**src/rtl/fp_norm_pkg.sv**
```systemverilog
// Shared defaults, result type and parameter sanity helper for the FP normalisation path.
package fp_norm_pkg;
  localparam int MANT_W = 24;
  localparam int EXP_W  = 8;
  localparam int LOC_W  = 5;

  typedef struct packed {
    logic [MANT_W-1:0] mant;
    logic [LOC_W-1:0]  loc;
    logic [LOC_W-1:0]  shift;
    logic              zero;
  } norm_result_t;

  // True when a loc_w-bit field can index every bit of a width-bit mantissa.
  function automatic bit loc_w_fits(input int width, input int loc_w);
    return ((longint'(1) << loc_w) >= longint'(width));
  endfunction
endpackage

```
**src/rtl/leading_one_enc.sv**
```systemverilog
// Combinational priority encoder: index of the highest set bit plus an all-zero flag.
module leading_one_enc
  import fp_norm_pkg::*;
#(
  parameter int WIDTH = fp_norm_pkg::MANT_W,
  parameter int LOC_W = fp_norm_pkg::LOC_W
) (
  input  logic [WIDTH-1:0] mant,
  output logic [LOC_W-1:0] loc,
  output logic             zero
);

  // Later (higher) set bits overwrite earlier ones, so the last hit wins.
  always_comb begin
    loc  = '0;
    zero = 1'b1;
    for (int i = 0; i < WIDTH; i++) begin
      if (mant[i]) begin
        loc  = LOC_W'(i);
        zero = 1'b0;
      end
    end
  end

endmodule

```
**src/rtl/leading_one_norm_pipe.sv**
```systemverilog
// Two-stage elastic leading-one normaliser; define LEADING_ONE_NORM_EXP_EN to carry and adjust an exponent.
module leading_one_norm_pipe
  import fp_norm_pkg::*;
#(
  parameter int WIDTH = fp_norm_pkg::MANT_W,
  parameter int LOC_W = fp_norm_pkg::LOC_W,
  parameter int EXP_W = fp_norm_pkg::EXP_W
) (
  input  logic             clk,
  input  logic             rst_n,
  input  logic             in_valid,
  output logic             in_ready,
  input  logic [WIDTH-1:0] in_mant,
`ifdef LEADING_ONE_NORM_EXP_EN
  input  logic [EXP_W-1:0] in_exp,
  output logic [EXP_W-1:0] out_exp,
  output logic             out_uflow,
`endif
  output logic             out_valid,
  input  logic             out_ready,
  output logic [WIDTH-1:0] out_mant,
  output logic [LOC_W-1:0] out_msb_loc,
  output logic [LOC_W-1:0] out_shift,
  output logic             out_zero
);

  if (!loc_w_fits(WIDTH, LOC_W) || WIDTH < 2 || EXP_W < 1) begin : g_bad_params
    $error("leading_one_norm_pipe: illegal WIDTH/LOC_W/EXP_W combination");
  end

  logic             v1, v2;
  logic             ready1, ready2;
  logic [WIDTH-1:0] s1_mant, s2_mant;
  logic [LOC_W-1:0] s1_loc, s2_loc;
  logic [LOC_W-1:0] s1_shift, s2_shift;
  logic             s1_zero, s2_zero;
  logic [LOC_W-1:0] enc_loc;
  logic             enc_zero;
  logic [LOC_W-1:0] shift_in;

  assign ready2   = !v2 || out_ready;
  assign ready1   = !v1 || ready2;
  assign in_ready = ready1;

  leading_one_enc #(
    .WIDTH(WIDTH),
    .LOC_W(LOC_W)
  ) u_enc (
    .mant(in_mant),
    .loc (enc_loc),
    .zero(enc_zero)
  );

  // A zero mantissa is left unshifted so out_zero alone marks it.
  assign shift_in = enc_zero ? '0 : (LOC_W'(WIDTH - 1) - enc_loc);

  always_ff @(posedge clk or negedge rst_n) begin
    if (!rst_n) begin
      v1       <= 1'b0;
      s1_mant  <= '0;
      s1_loc   <= '0;
      s1_shift <= '0;
      s1_zero  <= 1'b0;
    end else begin
      if (ready1) v1 <= in_valid;
      if (in_valid && ready1) begin
        s1_mant  <= in_mant;
        s1_loc   <= enc_loc;
        s1_shift <= shift_in;
        s1_zero  <= enc_zero;
      end
    end
  end

  always_ff @(posedge clk or negedge rst_n) begin
    if (!rst_n) begin
      v2       <= 1'b0;
      s2_mant  <= '0;
      s2_loc   <= '0;
      s2_shift <= '0;
      s2_zero  <= 1'b0;
    end else begin
      if (ready2) v2 <= v1;
      if (v1 && ready2) begin
        s2_mant  <= s1_mant << s1_shift;
        s2_loc   <= s1_loc;
        s2_shift <= s1_shift;
        s2_zero  <= s1_zero;
      end
    end
  end

  assign out_valid   = v2;
  assign out_mant    = s2_mant;
  assign out_msb_loc = s2_loc;
  assign out_shift   = s2_shift;
  assign out_zero    = s2_zero;

`ifdef LEADING_ONE_NORM_EXP_EN
  localparam int DW = ((EXP_W > LOC_W) ? EXP_W : LOC_W) + 1;

  logic [EXP_W-1:0] s1_exp, s2_exp;
  logic             s2_uflow;
  logic [DW-1:0]    exp_diff;

  // The extra top bit of the difference is the borrow, i.e. in_exp < shift.
  assign exp_diff = DW'(s1_exp) - DW'(s1_shift);

  always_ff @(posedge clk or negedge rst_n) begin
    if (!rst_n) begin
      s1_exp   <= '0;
      s2_exp   <= '0;
      s2_uflow <= 1'b0;
    end else begin
      if (in_valid && ready1) s1_exp <= in_exp;
      if (v1 && ready2) begin
        if (s1_zero || exp_diff[DW-1]) begin
          s2_exp   <= '0;
          s2_uflow <= !s1_zero && exp_diff[DW-1];
        end else begin
          s2_exp   <= exp_diff[EXP_W-1:0];
          s2_uflow <= 1'b0;
        end
      end
    end
  end

  assign out_exp   = s2_exp;
  assign out_uflow = s2_uflow;
`endif

endmodule
```
**config.mk**
```make
export PLATFORM = sky130hd
export DESIGN_NAME = leading_one_norm_pipe
export DESIGN_NICKNAME = d
export VERILOG_FILES = /design/src/rtl/fp_norm_pkg.sv /design/src/rtl/leading_one_enc.sv /design/src/rtl/leading_one_norm_pipe.sv
export SDC_FILE = /design/constraint.sdc
export NUM_CORES = 1
export LEC_CHECK = 0
export ABC_AREA = 1
export CAP_MARGIN = 5
export CORE_ASPECT_RATIO = 1.25
export CORE_MARGIN = 2
export CORE_UTILIZATION = 35
export CTS_CLUSTER_SIZE = 16
export DETAILED_ROUTE_END_ITERATION = 10
export GPL_TIMING_DRIVEN = 0
export PLACE_DENSITY = 0.67
export REMOVE_ABC_BUFFERS = 1
export SYNTH_ARGS = -nofsm -noshare
export SYNTH_HDL_FRONTEND = slang
export SYNTH_SLANG_ARGS = --single-unit
```
**constraint.sdc**
```tcl
create_clock -name clk -period 3.55 [get_ports clk]
set_input_delay 0.355 -clock clk [delete_from_list [all_inputs] [get_ports clk]]
set_output_delay 0.355 -clock clk [all_outputs]
set_load 0.01 [all_outputs]
```
==> results.json <==
{
  "synth_area_leader_cell": "dfrtp_1",
  "async_flop_share": 1.00,
  "clkTransAtPathRegs_ns": 0.05,
  "drive_gt1_frac": 0.0456,
  "dp_hpwl_um": 6640,
  "setup_viol": 0,
  "slew_headroom": 0.387,
  "comb_power_share": 0.312,
  "ys_seq_elements": 72,
  "syn_area_per_cell_um2": 7.34,
  "synthCells": 518,
  "ios": 65,
  "dr_total_vias": 3444,
  "start_util": 0.360,
  "fin_skew_ns": 0.00441,
  "grt_pass1_vias": 3288,
  "portBuffers": 64,
  "yosysUniqueCellTypes": 26,
  "grtUsageTotal": 0.160,
  "area_growth_pct": 26.6,
  "synth_top_area_share": 0.474,
  "synth-edff-count": 0,
  "intPower_mw": 2.03,
  "power.switching_uw": 931,
  "wl_um": 8880,
  "power.density_nw_per_um2": 616,
  "ant_nets": 0,
  "p_leak_nw": 2.27,
  "syn_area_um2": 3800,
  "htreeDepth": 3,
  "clockRootBuffer": "clkbuf_16",
  "yosysMostFrequentCell": "nand2_1",
  "clock_latency_ns": 0.33,
  "drv_cap": 0,
  "hp-class": "in -> async",
  "cts_buffers": 9,
  "post-route-min-period_ns": 2.85,
  "die_x_um": 97.2,
  "worstPathArrival_ns": 3.11,
  "fp.dieH_um": 121,
  "core-area_um2": 10600,
  "antenna_cells": 0,
  "reg2reg_depth": 7,
  "postCtsSetupBuffers": 0,
  "firstDrtPassIters": 4,
  "fin_crit_sh": 0.803,
  "crit_fanout": 46,
  "clock-sinks": 72,
  "place.gp.congestion": 0.891,
  "cp.required_ns": 3.81,
  "final_net_count": 593,
  "critPathKind": "in -> reg",
  "drc": 0,
  "die-area_um2": 11700,
  "r2r_end": "out_mant[9]",
  "wire_per_inst_um": 12.6,
  "slew_viol_final": 0,
  "synth_flop_cell": "dfrtp_1",
  "cts_tree": "yes",
  "pre_cts_slack_ns": -0.0931,
  "setup_ws_ns": 0.700,
  "endpoint_kind": "flip-flop",
  "regToRegSetupSlack_ns": 0.82,
  "cts_resized": 0,
  "final-hold-violation-count": 0,
  "grt_max_degree": 73,
  "irDropWorstVdd_uv": 183,
  "p_seq_frac": 0.385,
  "grt_setup_unrepaired": "false",
  "r2r-start": "out_valid",
  "grt_pass1_wl_um": 15400,
  "start_kind": "primary input",
  "cts_hold_buf": 0,
  "fin_tns_setup_ns": 0,
  "yosys_warnings": 0,
  "ys_top_cells_by_count": "nand2_1 (189), dfrtp_1 (72), o21ai_1 (55)",
  "max_freq_mhz": 351,
  "viasPerCell": 4.91,
  "worst_pin_slew_ns": 0.920,
  "synth_seq_area_share": 0.474,
  "synthTopCellsByArea": "dfrtp_1 (47%), nand2_1 (19%), o21ai_1 (7.2%)",
  "dr.first_iter.drc_count": 197,
  "cts_buffer_depth": 2,
  "holdWs_ns": 0.140,
  "rows": 42,
  "swShare": 0.314,
  "grt_overflow_total": 0,
  "antenna_found_initial": 0,
  "clock_power_share": 0.303,
  "outcome": "complete, no violations"
}
## per-stage QoR
stage | utilization | std cells | cell area (µm²) | total power [mW]
finish | 0.456 | 702 | 4810 | 2.96
global route | 0.456 | 702 | 4810 | 3.15
CTS | 0.455 | 702 | 4810 | 2.99
detailed placement | 0.427 | 686 | 4510 | 2.08
global placement | 0.425 | 685 | 4490 | 2.06
floorplan | - | 489 | 3680 | 1.62
## power by group through the flow
stage / Sequential [mW] / Combinational (mW) / Clock [mW]
2_1_floorplan: 1.19 / 0.433 / 0
3_3_place_gp: 1.15 / 0.912 / 0
3_5_place_dp: 1.15 / 0.930 / 0
4_1_cts: 1.14 / 0.935 / 0.912
5_1_grt: 1.17 / 1.04 / 0.945
6_report: 1.14 / 0.925 / 0.898
## flip-flops by register name, summed over array words and instances (netlist names)
register	cells
v1	1
out_msb_loc	5
s1_loc	5
out_valid	1
out_zero	1
s1_mant	24
s1_zero	1
out_mant	24
s1_shift	5
out_shift	5
## worst max path at each step
stage	from	endpoint	slack [ns]	cells past startpoint
floorplan	out_valid	out_mant[9]	1.14	7
global placement	rst_n	out_shift[4]	-0.22	1
detailed placement	out_ready	out_mant[9]	-0.09	9
CTS	out_ready	out_mant[9]	0.23	9
global route	out_ready	out_mant[9]	0.38	9
finish	out_ready	out_mant[9]	0.70	9
## routing by layer
metal | GRT usage | vias up | share of wire
met4 | 0.0668 | 0 | 0.0098
met2 | 0.275 | 65 | 0.50
met5 | 0 | - | 0
met3 | 0.0312 | 6 | 0.039
met1 | 0.198 | 1583 | 0.45
li1 | - | 1790 | -
## critical path: stages
cell             delay, ns
clkdlybuf4s50_1       0.47
inv_2                 0.04
nand2_1               0.08
nand2_2               0.42
nor2_1                0.74
clkinv_1              0.54
a21oi_1               0.26
o21ai_1               0.11
nand2_1               0.08
## logic make-up (layout without fill, tap and decap cells)
logic type	Yosys count	after routing	synth area share
flops	72	72	0.474
buf+inv	71	123	0.0770
compound gates	115	115	0.170
mux	6	6	0.0158
simple gates	254	254	0.264
## placed cells by master (no fill, tap or decap)
master | Yosys | layout
nor2_1 | 31 | 31
clkbuf_1 | 19 | 2
bufinv_8 | 1 | 1
o22ai_1 | 4 | 4
clkbuf_16 | 0 | 9
o21ai_0 | 30 | 30
clkdlybuf4s50_1 | 0 | 63
nand2_1 | 189 | 188
a21oi_1 | 4 | 4
mux2i_1 | 6 | 6
inv_1 | 33 | 33
a31oi_1 | 5 | 5
nor4_1 | 2 | 2
o221ai_1 | 6 | 6
a32o_1 | 3 | 3
o21a_1 | 1 | 1
o21ai_1 | 55 | 55
nand3_1 | 29 | 29
bufinv_16 | 0 | 1
clkinv_2 | 0 | 2
nor2_2 | 1 | 1
dfrtp_1 | 72 | 72
nand2_2 | 0 | 1
clkbuf_8 | 0 | 2
o211ai_1 | 6 | 6
buf_16 | 0 | 1
inv_2 | 7 | 7
buf_4 | 1 | 1
o21bai_1 | 1 | 1
or2_1 | 2 | 2
clkinv_1 | 1 | 1
## layout make-up
| cell class | instances | area, µm² |
|---|---|---|
| timing repair buffer | 65 | 666 |
| multi-input combinational | 375 | 1710 |
| clock buffer | 13 | 260 |
| fill | 1092 | 5750 |
| sequential | 72 | 1800 |
| clock inverter | 3 | 40.0 |
| tap | 132 | 165 |
| inverter | 42 | 171 |
Note: power is estimated with default switching activity, not from simulation.
